$ cat src/rtl/rv32e_mem_arbiter_pkg.sv
// Shared definitions for the fetch/data memory arbiter: state and grant
// encodings plus the round-robin picker used when both ports compete.
package rv32e_mem_arbiter_pkg;

    // One-hot arbiter states
    typedef enum logic [2:0] {
        ARB_IDLE    = 3'b001,
        ARB_BUSY_IF = 3'b010,
        ARB_BUSY_D  = 3'b100
    } arb_state_e;

    // Identity of the requester that owns the memory
    typedef enum logic {
        GNT_IF = 1'b0,
        GNT_D  = 1'b1
    } gnt_e;

    // Fetches always read a full word
    localparam logic [3:0] BE_WORD = 4'b1111;

    // Pick the next owner; on a tie the requester not served last wins.
    // Only meaningful when at least one requester is eligible.
    function automatic gnt_e pick_grant(input logic if_elig,
                                        input logic d_elig,
                                        input gnt_e last_grant);
        gnt_e pick;
        if (if_elig && d_elig) begin
            pick = (last_grant == GNT_IF) ? GNT_D : GNT_IF;
        end else if (if_elig) begin
            pick = GNT_IF;
        end else begin
            pick = GNT_D;
        end
        return pick;
    endfunction

endpackage

$ cat src/rtl/rv32e_mem_arbiter_if.sv
// Bus bundle between the CPU's fetch and load/store ports, the arbiter and
// the single-ported memory. The arbiter takes the slave view; the CPU plus
// memory side (or a bench) takes the master view.
interface rv32e_mem_arbiter_if;

    logic        if_req;
    logic [31:0] if_addr;
    logic [31:0] if_rdata;
    logic        if_ack;
    logic        if_err;

    logic        d_req;
    logic        d_we;
    logic [3:0]  d_be;
    logic [31:0] d_addr;
    logic [31:0] d_wdata;
    logic [31:0] d_rdata;
    logic        d_ack;
    logic        d_err;

    logic        mem_req;
    logic        mem_we;
    logic [3:0]  mem_be;
    logic [31:0] mem_addr;
    logic [31:0] mem_wdata;
    logic [31:0] mem_rdata;
    logic        mem_ack;

    modport slave (
        input  if_req, if_addr,
        output if_rdata, if_ack, if_err,
        input  d_req, d_we, d_be, d_addr, d_wdata,
        output d_rdata, d_ack, d_err,
        output mem_req, mem_we, mem_be, mem_addr, mem_wdata,
        input  mem_rdata, mem_ack
    );

    modport master (
        output if_req, if_addr,
        input  if_rdata, if_ack, if_err,
        output d_req, d_we, d_be, d_addr, d_wdata,
        input  d_rdata, d_ack, d_err,
        input  mem_req, mem_we, mem_be, mem_addr, mem_wdata,
        output mem_rdata, mem_ack
    );

endinterface

$ cat src/rtl/rv32e_mem_arbiter.sv
// Two-port to one-memory arbiter. One requester owns the memory handshake
// from grant until mem_ack or timeout; ties alternate round-robin. All
// outputs are registered; ack/err/rdata are single-cycle pulses.
module rv32e_mem_arbiter
    import rv32e_mem_arbiter_pkg::*;
#(
    parameter int unsigned TIMEOUT_CYCLES = 16
) (
    input  logic               clk,
    input  logic               reset,
    rv32e_mem_arbiter_if.slave bus
);

    // Counter must hold TIMEOUT_CYCLES-1; keep at least one bit when disabled
    localparam int unsigned CNT_W      = (TIMEOUT_CYCLES == 32'd0) ? 1 : $clog2(TIMEOUT_CYCLES + 32'd1);
    localparam int unsigned CNT_LAST   = (TIMEOUT_CYCLES == 32'd0) ? 32'd0 : TIMEOUT_CYCLES - 32'd1;
    localparam bit          TIMEOUT_EN = (TIMEOUT_CYCLES != 32'd0);

    arb_state_e         state_q;
    gnt_e               last_grant_q;
    logic [CNT_W-1:0]   cnt_q;

    logic               mem_req_q;
    logic               mem_we_q;
    logic [3:0]         mem_be_q;
    logic [31:0]        mem_addr_q;
    logic [31:0]        mem_wdata_q;
    logic [31:0]        if_rdata_q;
    logic               if_ack_q;
    logic               if_err_q;
    logic [31:0]        d_rdata_q;
    logic               d_ack_q;
    logic               d_err_q;

    logic               if_elig_s;
    logic               d_elig_s;
    logic               grant_vld_s;
    gnt_e               grant_d;
    logic [CNT_W-1:0]   cnt_d;
    logic               timeout_hit_s;

    // Eligibility masks out a requester during its own ack cycle, while it drops req
    always_comb begin
        if_elig_s     = bus.if_req && !if_ack_q;
        d_elig_s      = bus.d_req && !d_ack_q;
        grant_vld_s   = if_elig_s || d_elig_s;
        grant_d       = pick_grant(if_elig_s, d_elig_s, last_grant_q);
        cnt_d         = cnt_q + CNT_W'(1'b1);
        timeout_hit_s = TIMEOUT_EN && (cnt_q == CNT_W'(CNT_LAST));
    end

    // Arbitration FSM: grant, wait for memory or timeout, pulse the owner's ack
    always_ff @(posedge clk) begin
        if (!reset) begin
            state_q      <= ARB_IDLE;
            last_grant_q <= GNT_D;
            cnt_q        <= {CNT_W{1'b0}};
            mem_req_q    <= 1'b0;
            mem_we_q     <= 1'b0;
            mem_be_q     <= 4'h0;
            mem_addr_q   <= 32'h0;
            mem_wdata_q  <= 32'h0;
            if_rdata_q   <= 32'h0;
            if_ack_q     <= 1'b0;
            if_err_q     <= 1'b0;
            d_rdata_q    <= 32'h0;
            d_ack_q      <= 1'b0;
            d_err_q      <= 1'b0;
        end else begin
            if_rdata_q <= 32'h0;
            if_ack_q   <= 1'b0;
            if_err_q   <= 1'b0;
            d_rdata_q  <= 32'h0;
            d_ack_q    <= 1'b0;
            d_err_q    <= 1'b0;
            case (state_q)
                ARB_IDLE: begin
                    if (grant_vld_s) begin
                        mem_req_q    <= 1'b1;
                        last_grant_q <= grant_d;
                        cnt_q        <= {CNT_W{1'b0}};
                        if (grant_d == GNT_IF) begin
                            state_q     <= ARB_BUSY_IF;
                            mem_we_q    <= 1'b0;
                            mem_be_q    <= BE_WORD;
                            mem_addr_q  <= bus.if_addr;
                            mem_wdata_q <= 32'h0;
                        end else begin
                            state_q     <= ARB_BUSY_D;
                            mem_we_q    <= bus.d_we;
                            mem_be_q    <= bus.d_be;
                            mem_addr_q  <= bus.d_addr;
                            mem_wdata_q <= bus.d_wdata;
                        end
                    end else begin
                        state_q <= ARB_IDLE;
                    end
                end
                ARB_BUSY_IF: begin
                    if (bus.mem_ack) begin
                        if_rdata_q <= bus.mem_rdata;
                        if_ack_q   <= 1'b1;
                        mem_req_q  <= 1'b0;
                        mem_we_q   <= 1'b0;
                        state_q    <= ARB_IDLE;
                    end else if (timeout_hit_s) begin
                        if_ack_q  <= 1'b1;
                        if_err_q  <= 1'b1;
                        mem_req_q <= 1'b0;
                        state_q   <= ARB_IDLE;
                    end else begin
                        cnt_q <= cnt_d;
                    end
                end
                ARB_BUSY_D: begin
                    if (bus.mem_ack) begin
                        // Stores return no data
                        d_rdata_q <= mem_we_q ? 32'h0 : bus.mem_rdata;
                        d_ack_q   <= 1'b1;
                        mem_req_q <= 1'b0;
                        mem_we_q  <= 1'b0;
                        state_q   <= ARB_IDLE;
                    end else if (timeout_hit_s) begin
                        d_ack_q   <= 1'b1;
                        d_err_q   <= 1'b1;
                        mem_req_q <= 1'b0;
                        state_q   <= ARB_IDLE;
                    end else begin
                        cnt_q <= cnt_d;
                    end
                end
                default: begin
                    state_q   <= ARB_IDLE;
                    mem_req_q <= 1'b0;
                    mem_we_q  <= 1'b0;
                end
            endcase
        end
    end

    assign bus.mem_req   = mem_req_q;
    assign bus.mem_we    = mem_we_q;
    assign bus.mem_be    = mem_be_q;
    assign bus.mem_addr  = mem_addr_q;
    assign bus.mem_wdata = mem_wdata_q;
    assign bus.if_rdata  = if_rdata_q;
    assign bus.if_ack    = if_ack_q;
    assign bus.if_err    = if_err_q;
    assign bus.d_rdata   = d_rdata_q;
    assign bus.d_ack     = d_ack_q;
    assign bus.d_err     = d_err_q;

endmodule

$ cat src/flat_wrapper.sv
// flat-port wrapper written by rule: the top's interface ports become plain ports
module rv32e_mem_arbiter_flat import rv32e_mem_arbiter_pkg::*;
#(
    parameter int unsigned TIMEOUT_CYCLES = 16
)
  (clk, reset, bus_if_req, bus_if_addr, bus_if_rdata, bus_if_ack, bus_if_err, bus_d_req, bus_d_we, bus_d_be, bus_d_addr, bus_d_wdata, bus_d_rdata, bus_d_ack, bus_d_err, bus_mem_req, bus_mem_we, bus_mem_be, bus_mem_addr, bus_mem_wdata, bus_mem_rdata, bus_mem_ack);
  rv32e_mem_arbiter_if bus_i ();
  input  logic clk;
  input  logic reset;
  input wire logic [$bits(bus_i.if_req)-1:0] bus_if_req;
  input wire logic [$bits(bus_i.if_addr)-1:0] bus_if_addr;
  output wire logic [$bits(bus_i.if_rdata)-1:0] bus_if_rdata;
  output wire logic [$bits(bus_i.if_ack)-1:0] bus_if_ack;
  output wire logic [$bits(bus_i.if_err)-1:0] bus_if_err;
  input wire logic [$bits(bus_i.d_req)-1:0] bus_d_req;
  input wire logic [$bits(bus_i.d_we)-1:0] bus_d_we;
  input wire logic [$bits(bus_i.d_be)-1:0] bus_d_be;
  input wire logic [$bits(bus_i.d_addr)-1:0] bus_d_addr;
  input wire logic [$bits(bus_i.d_wdata)-1:0] bus_d_wdata;
  output wire logic [$bits(bus_i.d_rdata)-1:0] bus_d_rdata;
  output wire logic [$bits(bus_i.d_ack)-1:0] bus_d_ack;
  output wire logic [$bits(bus_i.d_err)-1:0] bus_d_err;
  output wire logic [$bits(bus_i.mem_req)-1:0] bus_mem_req;
  output wire logic [$bits(bus_i.mem_we)-1:0] bus_mem_we;
  output wire logic [$bits(bus_i.mem_be)-1:0] bus_mem_be;
  output wire logic [$bits(bus_i.mem_addr)-1:0] bus_mem_addr;
  output wire logic [$bits(bus_i.mem_wdata)-1:0] bus_mem_wdata;
  input wire logic [$bits(bus_i.mem_rdata)-1:0] bus_mem_rdata;
  input wire logic [$bits(bus_i.mem_ack)-1:0] bus_mem_ack;
  assign bus_i.if_req = bus_if_req;
  assign bus_i.if_addr = bus_if_addr;
  assign bus_if_rdata = bus_i.if_rdata;
  assign bus_if_ack = bus_i.if_ack;
  assign bus_if_err = bus_i.if_err;
  assign bus_i.d_req = bus_d_req;
  assign bus_i.d_we = bus_d_we;
  assign bus_i.d_be = bus_d_be;
  assign bus_i.d_addr = bus_d_addr;
  assign bus_i.d_wdata = bus_d_wdata;
  assign bus_d_rdata = bus_i.d_rdata;
  assign bus_d_ack = bus_i.d_ack;
  assign bus_d_err = bus_i.d_err;
  assign bus_mem_req = bus_i.mem_req;
  assign bus_mem_we = bus_i.mem_we;
  assign bus_mem_be = bus_i.mem_be;
  assign bus_mem_addr = bus_i.mem_addr;
  assign bus_mem_wdata = bus_i.mem_wdata;
  assign bus_i.mem_rdata = bus_mem_rdata;
  assign bus_i.mem_ack = bus_mem_ack;
  rv32e_mem_arbiter #(.TIMEOUT_CYCLES(TIMEOUT_CYCLES)) u_core (.clk(clk), .reset(reset), .bus(bus_i));
endmodule
$ cat config.mk
export PLATFORM = sky130hd
export DESIGN_NAME = rv32e_mem_arbiter_flat
export DESIGN_NICKNAME = d
export VERILOG_FILES = /design/src/rtl/rv32e_mem_arbiter_pkg.sv /design/src/rtl/rv32e_mem_arbiter_if.sv /design/src/rtl/rv32e_mem_arbiter.sv /design/src/flat_wrapper.sv
export SDC_FILE = /design/constraint.sdc
export NUM_CORES = 1
export LEC_CHECK = 0
export ABC_AREA = 1
export CORE_AREA = 5 5 122 124
export DETAILED_ROUTE_END_ITERATION = 12
export DIE_AREA = 0 0 127 129
export GPL_TIMING_DRIVEN = 0
export PLACE_DENSITY = 0.79
export REMOVE_ABC_BUFFERS = 1
export SETUP_SLACK_MARGIN = 0.2
export SYNTH_ARGS = -nofsm -noshare
export SYNTH_HDL_FRONTEND = slang
export SYNTH_SLANG_ARGS = --single-unit
$ cat constraint.sdc
create_clock -name clk -period 2 [get_ports clk]
set_clock_uncertainty 0.1 [all_clocks]
set_input_delay 0.3 -clock clk [delete_from_list [all_inputs] [get_ports clk]]
set_output_delay 0.3 -clock clk [all_outputs]
set_load 0.02 [all_outputs]
==> flow_metrics.py <==
metrics = {
    "synth": {
        "yosysUniqueCellTypes": 27,
        "async_flop_share": 0,
        "synth_enable_flop_cells": 0,
        "seq_area_frac_synth": 0.565,
        "synth_seq_cells": 147,
        "synth-main-ff-cell": "sky130_fd_sc_hd__dfxtp_1",
        "synth_area_mm2": 0.00520,
        "syn_area_per_cell_um2": 8.52,
        "ys_warn_count": 0,
        "synthesis.instances": 611,
    },
    "floorplan": {
        "die_h_um": 129,
        "core_area_mm2": 0.0137,
        "rows": 43,
        "initial_core_utilization": 0.381,
        "die_width_um": 127,
        "die-area_mm2": 0.0164,
        "ios": 276,
    },
    "global_route": {
        "grt.overflow.total": 0,
        "antenna_found_initial": 0,
        "grt_pass1_vias": 4835,
        "global_route_wire_length_before_repair_mm": 25.1,
        "grt_max_degree": 70,
        "grt_usage": 0.195,
    },
    "pwr": {
        "irDropWorstVdd_v": 0.000585,
        "p_per_area_mw_per_mm2": 925,
        "cellLeakagePower_nw": 4.25,
    },
    "setup_path": {
        "cp_num_buf_inv": 1,
        "worst_setup_path_startpoint": "u_core.bus.mem_wdata[3]$_SDFFE_PN0P_",
        "end_kind": "primary output",
        "worst_path_max_stage_delay_ps": 620,
        "r2r-start": "u_core.bus.d_ack$_SDFF_PN0_",
        "critical_path.max_fanout": 2,
        "start_kind": "flop",
        "slowest_stage": "sky130_fd_sc_hd__clkdlybuf4s50_1",
        "worstPathArrival_ps": 1390,
        "crit_required_ps": 1600,
        "timing.critical_path.cells": "clkdlybuf4s50_1",
        "path_class": "reg -> out",
        "critPathTopFamily": "buffers and inverters",
    },
    "cts": {
        "htree_num_levels": 4,
        "tritoncts.num_buffers": 17,
        "clock_sink_count": 147,
        "clk_transition_reported_paths_ps": 60,
        "cts.path.max_buffers": 2,
        "cts_tree": "done",
        "post_cts_hold_buffer_count": 0,
        "skew_pair_late_insertion_delay_ps": 410,
        "clock-root-buffer": "sky130_fd_sc_hd__clkbuf_16",
    },
    "detailed_routing": {
        "detailedRoute.firstIterationViolations": 148,
        "drt-total-wl_mm": 17.1,
        "vias": 4967,
        "wire_per_inst_um": 15.9,
        "detail_route.first_pass.iterations": 5,
        "drt-vias-per-instance": 4.61,
        "drc_violations_left": 0,
        "count_of_nets_left_with_antenna_violations_after_detail_routing": 0,
    },
    "sta": {
        "timing_worst_slew_pin_value_ps": 461,
        "report.final.setup_viol": 0,
        "final_min_period_over_clock_period": 0.893,
        "finalMaxSlewViolations": 0,
        "max_slew_margin": 0.691,
        "fin_setup_tns_ps": 0,
        "fmax_mhz": 560,
        "hold-worst-slack_ps": 186,
        "rsz0062_at_grt": "no",
        "timing_hold_violations_final": 0,
        "post-route-min-period_ps": 1790,
    },
    "placed_design": {
        "placedInstanceArea_mm2": 0.00800,
        "io_buffer_count": 275,
        "dp.final_hpwl_mm": 11.6,
        "gp_congestion": 0.753,
    },
    "final_layout": {
        "diodes": 0,
        "fin_util": 0.646,
        "synthToLayoutAreaGrowth_pct": 69.7,
        "drive_above_1_share": 0.0802,
        "final_nets": 1027,
        "final_area_mm2": 0.00883,
    },
    "worst_hold_path": {
        "timing.hold.worst.class": "in -> reg",
        "timing.hold.worst.start": "reset",
    },
    "status": {
        "run_status": "complete, no violations",
    },
    "flow_run": {
        "max-cap-violations": 0,
    },
}
[stage by stage]
stage | cells | power (mW) | setup WS [ps]
final | 1078 | 8.17 | 215
after floorplan | 577 | 4.14 | -206
after CTS | 1069 | 8.18 | 201
after global placement | 1032 | 4.95 | -3240
after global routing | 1078 | 8.51 | 156
after detailed placement | 1032 | 4.98 | -1840
[path summary, 6_finish.rpt]
check                                         end  slack, ps  cells after the start
min                u_core.state_q[0]$_SDFFE_PN1P_        190                      2
max reg2reg  u_core.bus.mem_wdata[3]$_SDFFE_PN0P_        300                      7
min reg2reg          u_core.cnt_q[4]$_SDFFE_PN0P_        370                      2
max                              bus_mem_wdata[3]        210                      1
[state kept, by name, indices dropped and copies added (netlist names), 3 cells and up]
name	count
u_core.bus.d_rdata	32
u_core.bus.if_rdata	32
u_core.bus.mem_addr	32
u_core.bus.mem_wdata	32
u_core.cnt_q	5
u_core.bus.mem_be	4
u_core.state_q	3
[per-layer routing]
layer	vias up	GRT usage	wire [um]
li1	2480	-	-
met1	2252	0.217	6550
met2	216	0.319	8180
met3	19	0.110	2160
met4	0	0.0631	223
met5	-	0	0
[layout by cell type, fill, tap and decap left out, types with 3 or more instances in the layout]
cell | netlist | layout
sky130_fd_sc_hd__o211ai_2 | 9 | 9
sky130_fd_sc_hd__inv_2 | 4 | 3
sky130_fd_sc_hd__clkinv_2 | 0 | 3
sky130_fd_sc_hd__o21ai_0 | 6 | 6
sky130_fd_sc_hd__nor2_1 | 119 | 119
sky130_fd_sc_hd__o211ai_1 | 23 | 23
sky130_fd_sc_hd__nand2_1 | 87 | 86
sky130_fd_sc_hd__buf_4 | 5 | 10
sky130_fd_sc_hd__a22oi_1 | 32 | 32
sky130_fd_sc_hd__dlymetal6s2s_1 | 0 | 25
sky130_fd_sc_hd__a21oi_1 | 9 | 9
sky130_fd_sc_hd__nand2_4 | 0 | 3
sky130_fd_sc_hd__dfxtp_1 | 147 | 147
sky130_fd_sc_hd__inv_1 | 81 | 80
sky130_fd_sc_hd__dlygate4sd2_1 | 0 | 15
sky130_fd_sc_hd__nand3_1 | 40 | 39
sky130_fd_sc_hd__bufinv_16 | 0 | 3
sky130_fd_sc_hd__clkdlybuf4s50_1 | 0 | 234
sky130_fd_sc_hd__clkbuf_16 | 0 | 17
sky130_fd_sc_hd__clkinvlp_4 | 0 | 4
sky130_fd_sc_hd__ha_1 | 3 | 3
sky130_fd_sc_hd__nand2_2 | 5 | 4
[logic make-up (layout without fill, tap and decap cells)]
| logic type | after synthesis | in the layout | share of synthesized area |
|---|---|---|---|
| buffers and inverters | 121 | 405 | 0.0988 |
| AOI/OAI and AO/OA | 81 | 81 | 0.119 |
| adders and majority gates | 3 | 3 | 0.00721 |
| xor gates and xnor gates | 2 | 2 | 0.00337 |
| DFF | 147 | 147 | 0.565 |
| and+or+nand+nor | 257 | 260 | 0.206 |
[cells in the mapped netlist (2+ instances only)]
cell / number / area, um^2
sky130_fd_sc_hd__buf_6: 2 / 22.5
sky130_fd_sc_hd__inv_1: 81 / 304
sky130_fd_sc_hd__a21oi_1: 9 / 45.0
sky130_fd_sc_hd__nand2_1: 87 / 327
sky130_fd_sc_hd__inv_2: 4 / 15.0
sky130_fd_sc_hd__ha_1: 3 / 37.5
sky130_fd_sc_hd__o21ai_0: 6 / 30.0
sky130_fd_sc_hd__nor2_1: 119 / 447
sky130_fd_sc_hd__dfxtp_1: 147 / 2940
sky130_fd_sc_hd__a22oi_1: 32 / 240
sky130_fd_sc_hd__o211ai_1: 23 / 173
sky130_fd_sc_hd__inv_4: 2 / 12.5
sky130_fd_sc_hd__nor3_1: 2 / 10.0
sky130_fd_sc_hd__buf_4: 5 / 37.5
sky130_fd_sc_hd__clkbuf_1: 10 / 37.5
sky130_fd_sc_hd__nand3_1: 40 / 200
sky130_fd_sc_hd__o211ai_2: 9 / 113
sky130_fd_sc_hd__buf_2: 17 / 85.1
sky130_fd_sc_hd__nand2_2: 5 / 31.3
[power by group]
part	switching (mW)	total (mW)	leakage, nW	internal, mW
Sequential	0.112	3.26	1.20	3.14
Clock	1.21	3.17	0.284	1.96
Combinational	0.949	1.74	2.77	0.792
[what timing repair did]
item / in CTS / in global routing
buffers inserted: 3 / 7
gates cloned: 3 / 2
gates resized for setup: 30 / 31
pin swaps: 2 / 3
setup endpoints to repair: 158 / 127
[area by class of cell]
type / count / area [um^2]
fillers: 1118 / 4830
flip-flops and latches: 147 / 2940
repair buffers: 285 / 2870
multi-input cells: 346 / 1820
clock buffers: 19 / 433
inverters: 87 / 375
well taps: 180 / 225
clock inverters: 12 / 155
repair inverters: 2 / 12.5
No activity file was read; power rests on OpenSTA's default activity.
